### config.mk
export PLATFORM = sky130hd
export DESIGN_NAME = fsm_ctrl_flat
export DESIGN_NICKNAME = d
export VERILOG_FILES = /design/src/rtl/fsm_ctrl_if.sv /design/src/rtl/fsm_ctrl.sv /design/src/flat_wrapper.sv
export SDC_FILE = /design/constraint.sdc
export NUM_CORES = 1
export LEC_CHECK = 0
export BUFFER_PORTS_ARGS = -buffer_cell sky130_fd_sc_hd__buf_2
export CELL_PAD_IN_SITES_DETAIL_PLACEMENT = 1
export CELL_PAD_IN_SITES_GLOBAL_PLACEMENT = 1
export CORE_MARGIN = 3
export CORE_UTILIZATION = 29
export DETAILED_ROUTE_END_ITERATION = 6
export PLACE_DENSITY = 0.74
export REMOVE_ABC_BUFFERS = 1
export SLEW_MARGIN = 20
export SYNTH_ARGS = -nofsm -noshare
export SYNTH_HDL_FRONTEND = slang
export SYNTH_SLANG_ARGS = --single-unit
### constraint.sdc
create_clock -name clock -period 1.5 [get_ports clock]
set_input_delay 0.3 -clock clock [delete_from_list [all_inputs] [get_ports clock]]
set_output_delay 0.3 -clock clock [all_outputs]
set_load 0.02 [all_outputs]
### src/rtl/fsm_ctrl_if.sv
// rtl/fsm_ctrl_if.sv - keyboard command / piece position bundle for fsm_ctrl
interface fsm_ctrl_if;
  logic [29:0] scancode;
  logic [3:0]  xpos_int;
  logic [3:0]  ypos_int;
  logic [3:0]  next_xpos;
  logic [3:0]  next_ypos;
  logic        out;
  logic        rotate_flag;

  // Keyboard/position source side
  modport master (
    output scancode, xpos_int, ypos_int,
    input  next_xpos, next_ypos, out, rotate_flag
  );

  // Controller side
  modport slave (
    input  scancode, xpos_int, ypos_int,
    output next_xpos, next_ypos, out, rotate_flag
  );
endinterface

### src/rtl/fsm_ctrl.sv
// rtl/fsm_ctrl.sv - piece move/rotate controller; optional FSM_BREAK_FILTER_EN drops key-release codes
module fsm_ctrl (
  input logic        clock,
  input logic        reset,
  fsm_ctrl_if.slave  bus
);

  localparam logic [2:0] S_WAIT      = 3'd0;
  localparam logic [2:0] S_STOP      = 3'd1;
  localparam logic [2:0] S_CHK_DOWN  = 3'd2;
  localparam logic [2:0] S_CHK_LEFT  = 3'd3;
  localparam logic [2:0] S_CHK_RIGHT = 3'd4;
  localparam logic [2:0] S_CHK_ROT   = 3'd5;
  localparam logic [2:0] S_GO_MOVE   = 3'd6;
  localparam logic [2:0] S_GO_ROT    = 3'd7;

  localparam logic [2:0] CMD_NONE   = 3'd0;
  localparam logic [2:0] CMD_STOP   = 3'd1;
  localparam logic [2:0] CMD_DOWN   = 3'd2;
  localparam logic [2:0] CMD_LEFT   = 3'd3;
  localparam logic [2:0] CMD_RIGHT  = 3'd4;
  localparam logic [2:0] CMD_ROTATE = 3'd5;

  localparam logic [7:0] KEY_STOP   = 8'h1B;
  localparam logic [7:0] KEY_DOWN   = 8'h23;
  localparam logic [7:0] KEY_LEFT   = 8'h1C;
  localparam logic [7:0] KEY_RIGHT  = 8'h2B;
  localparam logic [7:0] KEY_ROTATE = 8'h3C;

  logic [2:0] state;
  logic [2:0] cmd;
  logic [7:0] key;

  // Upper scancode bits carry no meaning for this controller
  logic unused_hi;
  assign unused_hi = ^bus.scancode[29:16];

`ifndef FSM_BREAK_FILTER_EN
  logic unused_prefix;
  assign unused_prefix = ^bus.scancode[15:8];
`endif

  assign key = bus.scancode[7:0];

  // Translate the key code into a command; release codes are dropped when filtering
  always_comb begin
    cmd = CMD_NONE;
    case (key)
      KEY_STOP:   cmd = CMD_STOP;
      KEY_DOWN:   cmd = CMD_DOWN;
      KEY_LEFT:   cmd = CMD_LEFT;
      KEY_RIGHT:  cmd = CMD_RIGHT;
      KEY_ROTATE: cmd = CMD_ROTATE;
      default:    cmd = CMD_NONE;
    endcase
`ifdef FSM_BREAK_FILTER_EN
    if (bus.scancode[15:8] == 8'hF0) begin
      cmd = CMD_NONE;
    end
`endif
  end

  // State machine; out/rotate_flag are raised on the edge that enters a GO state
  always_ff @(posedge clock or negedge reset) begin
    if (!reset) begin
      state           <= S_WAIT;
      bus.next_xpos   <= 4'd0;
      bus.next_ypos   <= 4'd0;
      bus.out         <= 1'b0;
      bus.rotate_flag <= 1'b0;
    end else begin
      bus.out         <= 1'b0;
      bus.rotate_flag <= 1'b0;
      case (state)
        S_WAIT: begin
          bus.next_xpos <= bus.xpos_int;
          bus.next_ypos <= bus.ypos_int;
          case (cmd)
            CMD_STOP:   state <= S_STOP;
            CMD_DOWN:   state <= S_CHK_DOWN;
            CMD_LEFT:   state <= S_CHK_LEFT;
            CMD_RIGHT:  state <= S_CHK_RIGHT;
            CMD_ROTATE: state <= S_CHK_ROT;
            default:    state <= S_WAIT;
          endcase
        end
        S_STOP: begin
          // The exit cycle only returns to WAIT; the new key is sampled there
          if (key != KEY_STOP) begin
            state <= S_WAIT;
          end
        end
        S_CHK_DOWN: begin
          if (bus.ypos_int < 4'd15) begin
            state         <= S_GO_MOVE;
            bus.next_ypos <= bus.ypos_int + 4'd1;
            bus.out       <= 1'b1;
          end else begin
            state <= S_WAIT;
          end
        end
        S_CHK_LEFT: begin
          if (bus.xpos_int > 4'd0) begin
            state         <= S_GO_MOVE;
            bus.next_xpos <= bus.xpos_int - 4'd1;
            bus.out       <= 1'b1;
          end else begin
            state <= S_WAIT;
          end
        end
        S_CHK_RIGHT: begin
          if (bus.xpos_int < 4'd9) begin
            state         <= S_GO_MOVE;
            bus.next_xpos <= bus.xpos_int + 4'd1;
            bus.out       <= 1'b1;
          end else begin
            state <= S_WAIT;
          end
        end
        S_CHK_ROT: begin
          // Rotation needs one free column on each side and one row below
          if ((bus.xpos_int >= 4'd1) && (bus.xpos_int <= 4'd8) &&
              (bus.ypos_int <= 4'd14)) begin
            state           <= S_GO_ROT;
            bus.out         <= 1'b1;
            bus.rotate_flag <= 1'b1;
          end else begin
            state <= S_WAIT;
          end
        end
        S_GO_MOVE: state <= S_WAIT;
        S_GO_ROT:  state <= S_WAIT;
        default:   state <= S_WAIT;
      endcase
    end
  end

endmodule

### src/flat_wrapper.sv
// flat-port wrapper written by rule: the top's interface ports become plain ports
module fsm_ctrl_flat 
  (clock, reset, bus_scancode, bus_xpos_int, bus_ypos_int, bus_next_xpos, bus_next_ypos, bus_out, bus_rotate_flag);
  fsm_ctrl_if bus_i ();
  input logic clock;
  input logic reset;
  input wire logic [$bits(bus_i.scancode)-1:0] bus_scancode;
  input wire logic [$bits(bus_i.xpos_int)-1:0] bus_xpos_int;
  input wire logic [$bits(bus_i.ypos_int)-1:0] bus_ypos_int;
  output wire logic [$bits(bus_i.next_xpos)-1:0] bus_next_xpos;
  output wire logic [$bits(bus_i.next_ypos)-1:0] bus_next_ypos;
  output wire logic [$bits(bus_i.out)-1:0] bus_out;
  output wire logic [$bits(bus_i.rotate_flag)-1:0] bus_rotate_flag;
  assign bus_i.scancode = bus_scancode;
  assign bus_i.xpos_int = bus_xpos_int;
  assign bus_i.ypos_int = bus_ypos_int;
  assign bus_next_xpos = bus_i.next_xpos;
  assign bus_next_ypos = bus_i.next_ypos;
  assign bus_out = bus_i.out;
  assign bus_rotate_flag = bus_i.rotate_flag;
  fsm_ctrl u_core (.clock(clock), .reset(reset), .bus(bus_i));
endmodule
==> reports/metrics.csv <==
stage,metric,value,unit
hold_path,min_from,bus_scancode[3],
worst_setup_path,path_class,flop to flop,
hold_path,whs_path_depth,3,
global_route,grt_first_pass_wirelength,4422,um
cts,clkLatencyLatePin,0.29,ns
global_route,grt_pass1_vias,1004,
route,wl_per_cell,13.10,um
cells_and_area,nets,190,
yosys,synth_seq_cells,13,
floorplanning,die_w,63.30,um
timing,timing.final.crit_share,0.9774,
yosys,synthFlopType,dfrtp_1,
power,switchingPower,758.3,uW
job,max-cap-violations,0,
route,via_per_inst,4.809,
yosys,ys_seq_area_frac,0.3417,
timing,setup_viol,0,
yosys,synth_warnings,0,
cts,cts.htree.levels,1,
timing,finalMaxSlewViolations,0,
global_route,grtUsageMet3,0.02139,
floorplanning,io_pins,50,
worst_setup_path,crit_buf_inv,0,
place,io_buffer_count,27,
timing,skew,0.004621,ns
route,dr.pass1.iters,4,
worst_setup_path,path_depth,4,
place,gp_congestion,0.7870,
worst_setup_path,critPathSlowestCell,or3b_4,
cells_and_area,fillers,397,
route,vias,904,
cells_and_area,regArea,325.3,sq um
worst_setup_path,r2r_slack,0.03,ns
global_route,top_usage_layer,met2,
yosys,avgSynthCellArea,10.02,sq um
worst_setup_path,crit_start,u_core.state[0],
cells_and_area,area_delta_synth_final,43.63,%
cts,cts_num_sinks,13,
worst_setup_path,endpoint_kind,flop,
route,drt_wl_total,2463,um
timing,fin_crit,1.466,ns
power,p_comb_frac,0.584,
worst_setup_path,cp_top_family,simple AND/OR/NAND/NOR gates,
timing,hold_viol,0,
outcome,status,"complete, no violations",
route,route.detailed.drc,0,
floorplanning,initial_core_util,0.3069,
floorplanning,core,3103,sq um
cells_and_area,n_antenna_cell,0,
timing,relSlewSlack,0.7383,
hold_path,worstHoldPathType,primary input to flop,
global_route,grt-ovfl-total,0,
global_route,grt_max_degree,15,
worst_setup_path,r2r_cells,4,
cells_and_area,final_layout_size_suffix_gt1_frac,0.5208,
cts,cts-buffers-inserted,3,
route,drtAntennaViolNets,0,
cts,root_buffer,clkbuf_4,
global_route,grt_antenna_before_repair,0,
power,switching_share,0.3993,
worst_setup_path,r2r-start,u_core.state[0],
worst_setup_path,crit_fanout,2,
global_route,met1_usage,0.1599,
yosys,synth_area,952.2,sq um
power,seqPwrFrac,0.297,
worst_setup_path,critPathRequiredTime,1.68,ns
power,p_int,1.141,mW
floorplanning,die_y,63.30,um
power,pwr_density_cell,1389,nW/um^2
cells_and_area,multi_input_area,623.1,sq um
worst_setup_path,cp_cell_sequence,or3b_4 > o22ai_2 > xor2_1 > mux2_4,
floorplanning,floorplan.die_area,4007,sq um
timing,setup_tns,0,ns
yosys,syn-instance-count,95,
timing,tightest_slew,0.3917,ns
worst_setup_path,cp_slowest_stage_delay,0.41,ns
cts,path_clk_slew,0.09,ns
global_route,grt_use_total,0.1390,
route,drt-initial-drc-count,32,
global_route,use_met2,0.2437,
power,ir_drop,0.3090,mV
yosys,synth_edf_count,0,
place,dp_hpwl,1968,um
worst_setup_path,cp.arrival,1.64,ns
place,pre_cts_ws,-0.4157,ns
timing,max_freq,0.6821,GHz
cts,clockBufferDepth,2,
power,leakagePower,0.6412,nW
yosys,synth-async-reset-ratio,1.000,
cts,cts_tree,built,
timing,fin_ws,0.03389,ns
worst_setup_path,critPathLaunchType,flop,
yosys,synth_cell_type_count,46,
power,clockPowerShare,0.119,
floorplanning,rows,20,
==> synth_stat cells (2+ instances only) <==
cell type / n / area [sq um]
dfrtp_1: 13 / 325.3
or3_1: 2 / 12.51
xnor2_1: 4 / 35.03
xor2_1: 2 / 17.52
ha_1: 5 / 62.56
o21a_1: 2 / 15.01
buf_6: 2 / 22.52
inv_1: 6 / 22.52
nor3b_1: 2 / 15.01
mux2_2: 4 / 45.04
a211oi_2: 2 / 25.02
nor2_1: 5 / 18.77
o22ai_1: 2 / 12.51
nand2_1: 6 / 22.52
and4b_1: 2 / 20.02
a21oi_1: 5 / 25.02
nand2b_1: 2 / 12.51
==> final cells by class <==
type / instances / share of cell area
Clock inverter: 1 / 0.003660
Clock buffer: 3 / 0.01647
Multi-Input combinational cell: 72 / 0.4556
Sequential cell: 13 / 0.2379
Tap cell: 44 / 0.04026
Inverter: 7 / 0.01921
Timing Repair Buffer: 48 / 0.2269
==> worst min-delay path, stage by stage <==
cell and delay [ns]:
buf_2 0.11, nand2_1 0.05, o31ai_1 0.07
==> power by group through the flow <==
stage	Clock [mW]	Combinational, mW	Sequential [mW]
final	0.226	1.11	0.563
after global routing	0.257	1.21	0.592
after CTS	0.230	1.01	0.558
after detailed placement	0	0.994	0.566
after global placement	0	0.977	0.558
after floorplan	0	0.423	0.767
==> registers in the layout, summed over array words and instances (netlist names) <==
signal	flops
u_core.bus.next_xpos	4
u_core.bus.next_ypos	4
u_core.bus.out	1
u_core.bus.rotate_flag	1
u_core.state	3
==> timing repair <==
action,in CTS,in global routing
endpoints found under the hold margin,13,0
setup buffers,0,2
endpoints found under the setup margin,7,8
hold buffers,1,0
pin swaps,2,5
gates resized for setup,3,14
==> layout by cell type (no fill, tap or decap), types with 2 or more instances in the layout <==
cell type,netlist,routed
ha_1,5,4
clkbuf_4,0,3
nor2_1,5,5
buf_4,1,16
mux2_2,4,2
a21oi_1,5,5
or3_1,2,2
o21a_1,2,2
xnor2_1,4,4
nor3b_4,0,2
nand2b_1,2,2
and4b_1,2,2
inv_1,6,4
inv_2,1,3
a211oi_2,2,2
o22ai_2,1,2
nand2_1,6,5
buf_2,0,27
mux2_4,0,3
buf_6,2,4
or3b_4,1,2
dfrtp_1,13,13
xor2_1,2,2
==> worst paths after layout <==
kind / endpoint
worst max-delay path: u_core.bus.next_xpos[3]
worst min-delay path: u_core.state[2]
worst max register to register: u_core.bus.next_xpos[3]
worst min register to register: u_core.bus.next_ypos[1]
max in group asynchronous: u_core.bus.next_xpos[1]
min in group asynchronous: u_core.bus.next_ypos[3]
==> metrics by stage <==
| step | power [mW] | cells | utilization | hold slack [ns] | area [sq um] |
|---|---|---|---|---|---|
| 2_1_floorplan | 1.190 | 92 | - | 0.004409 | 922.1 |
| 3_3_place_gp | 1.535 | 181 | 0.4020 | 0.2004 | 1247 |
| 3_5_place_dp | 1.560 | 181 | 0.4020 | 0.2040 | 1247 |
| 4_1_cts | 1.794 | 186 | 0.4198 | 0.2755 | 1303 |
| 5_1_grt | 2.062 | 188 | 0.4407 | 0.2990 | 1368 |
| 6_report | 1.899 | 188 | 0.4407 | 0.2760 | 1368 |
==> routing by layer <==
| layer | share of wire | vias up |
|---|---|---|
| met2 | 0.51 | 23 |
| met5 | 0 | - |
| met4 | 0.024 | 0 |
| met1 | 0.42 | 429 |
| met3 | 0.041 | 5 |
| li1 | - | 447 |
==> cells by family after synthesis <==
family	share of synthesized area
AOI/OAI and AO/OA	0.1748
DFF	0.3417
adders and majority gates	0.06570
xor gates and xnor gates	0.05519
muxes	0.05913
and+or+nand+nor	0.2444
buffers and inverters	0.05913
(Power assumes the default switching activity.)
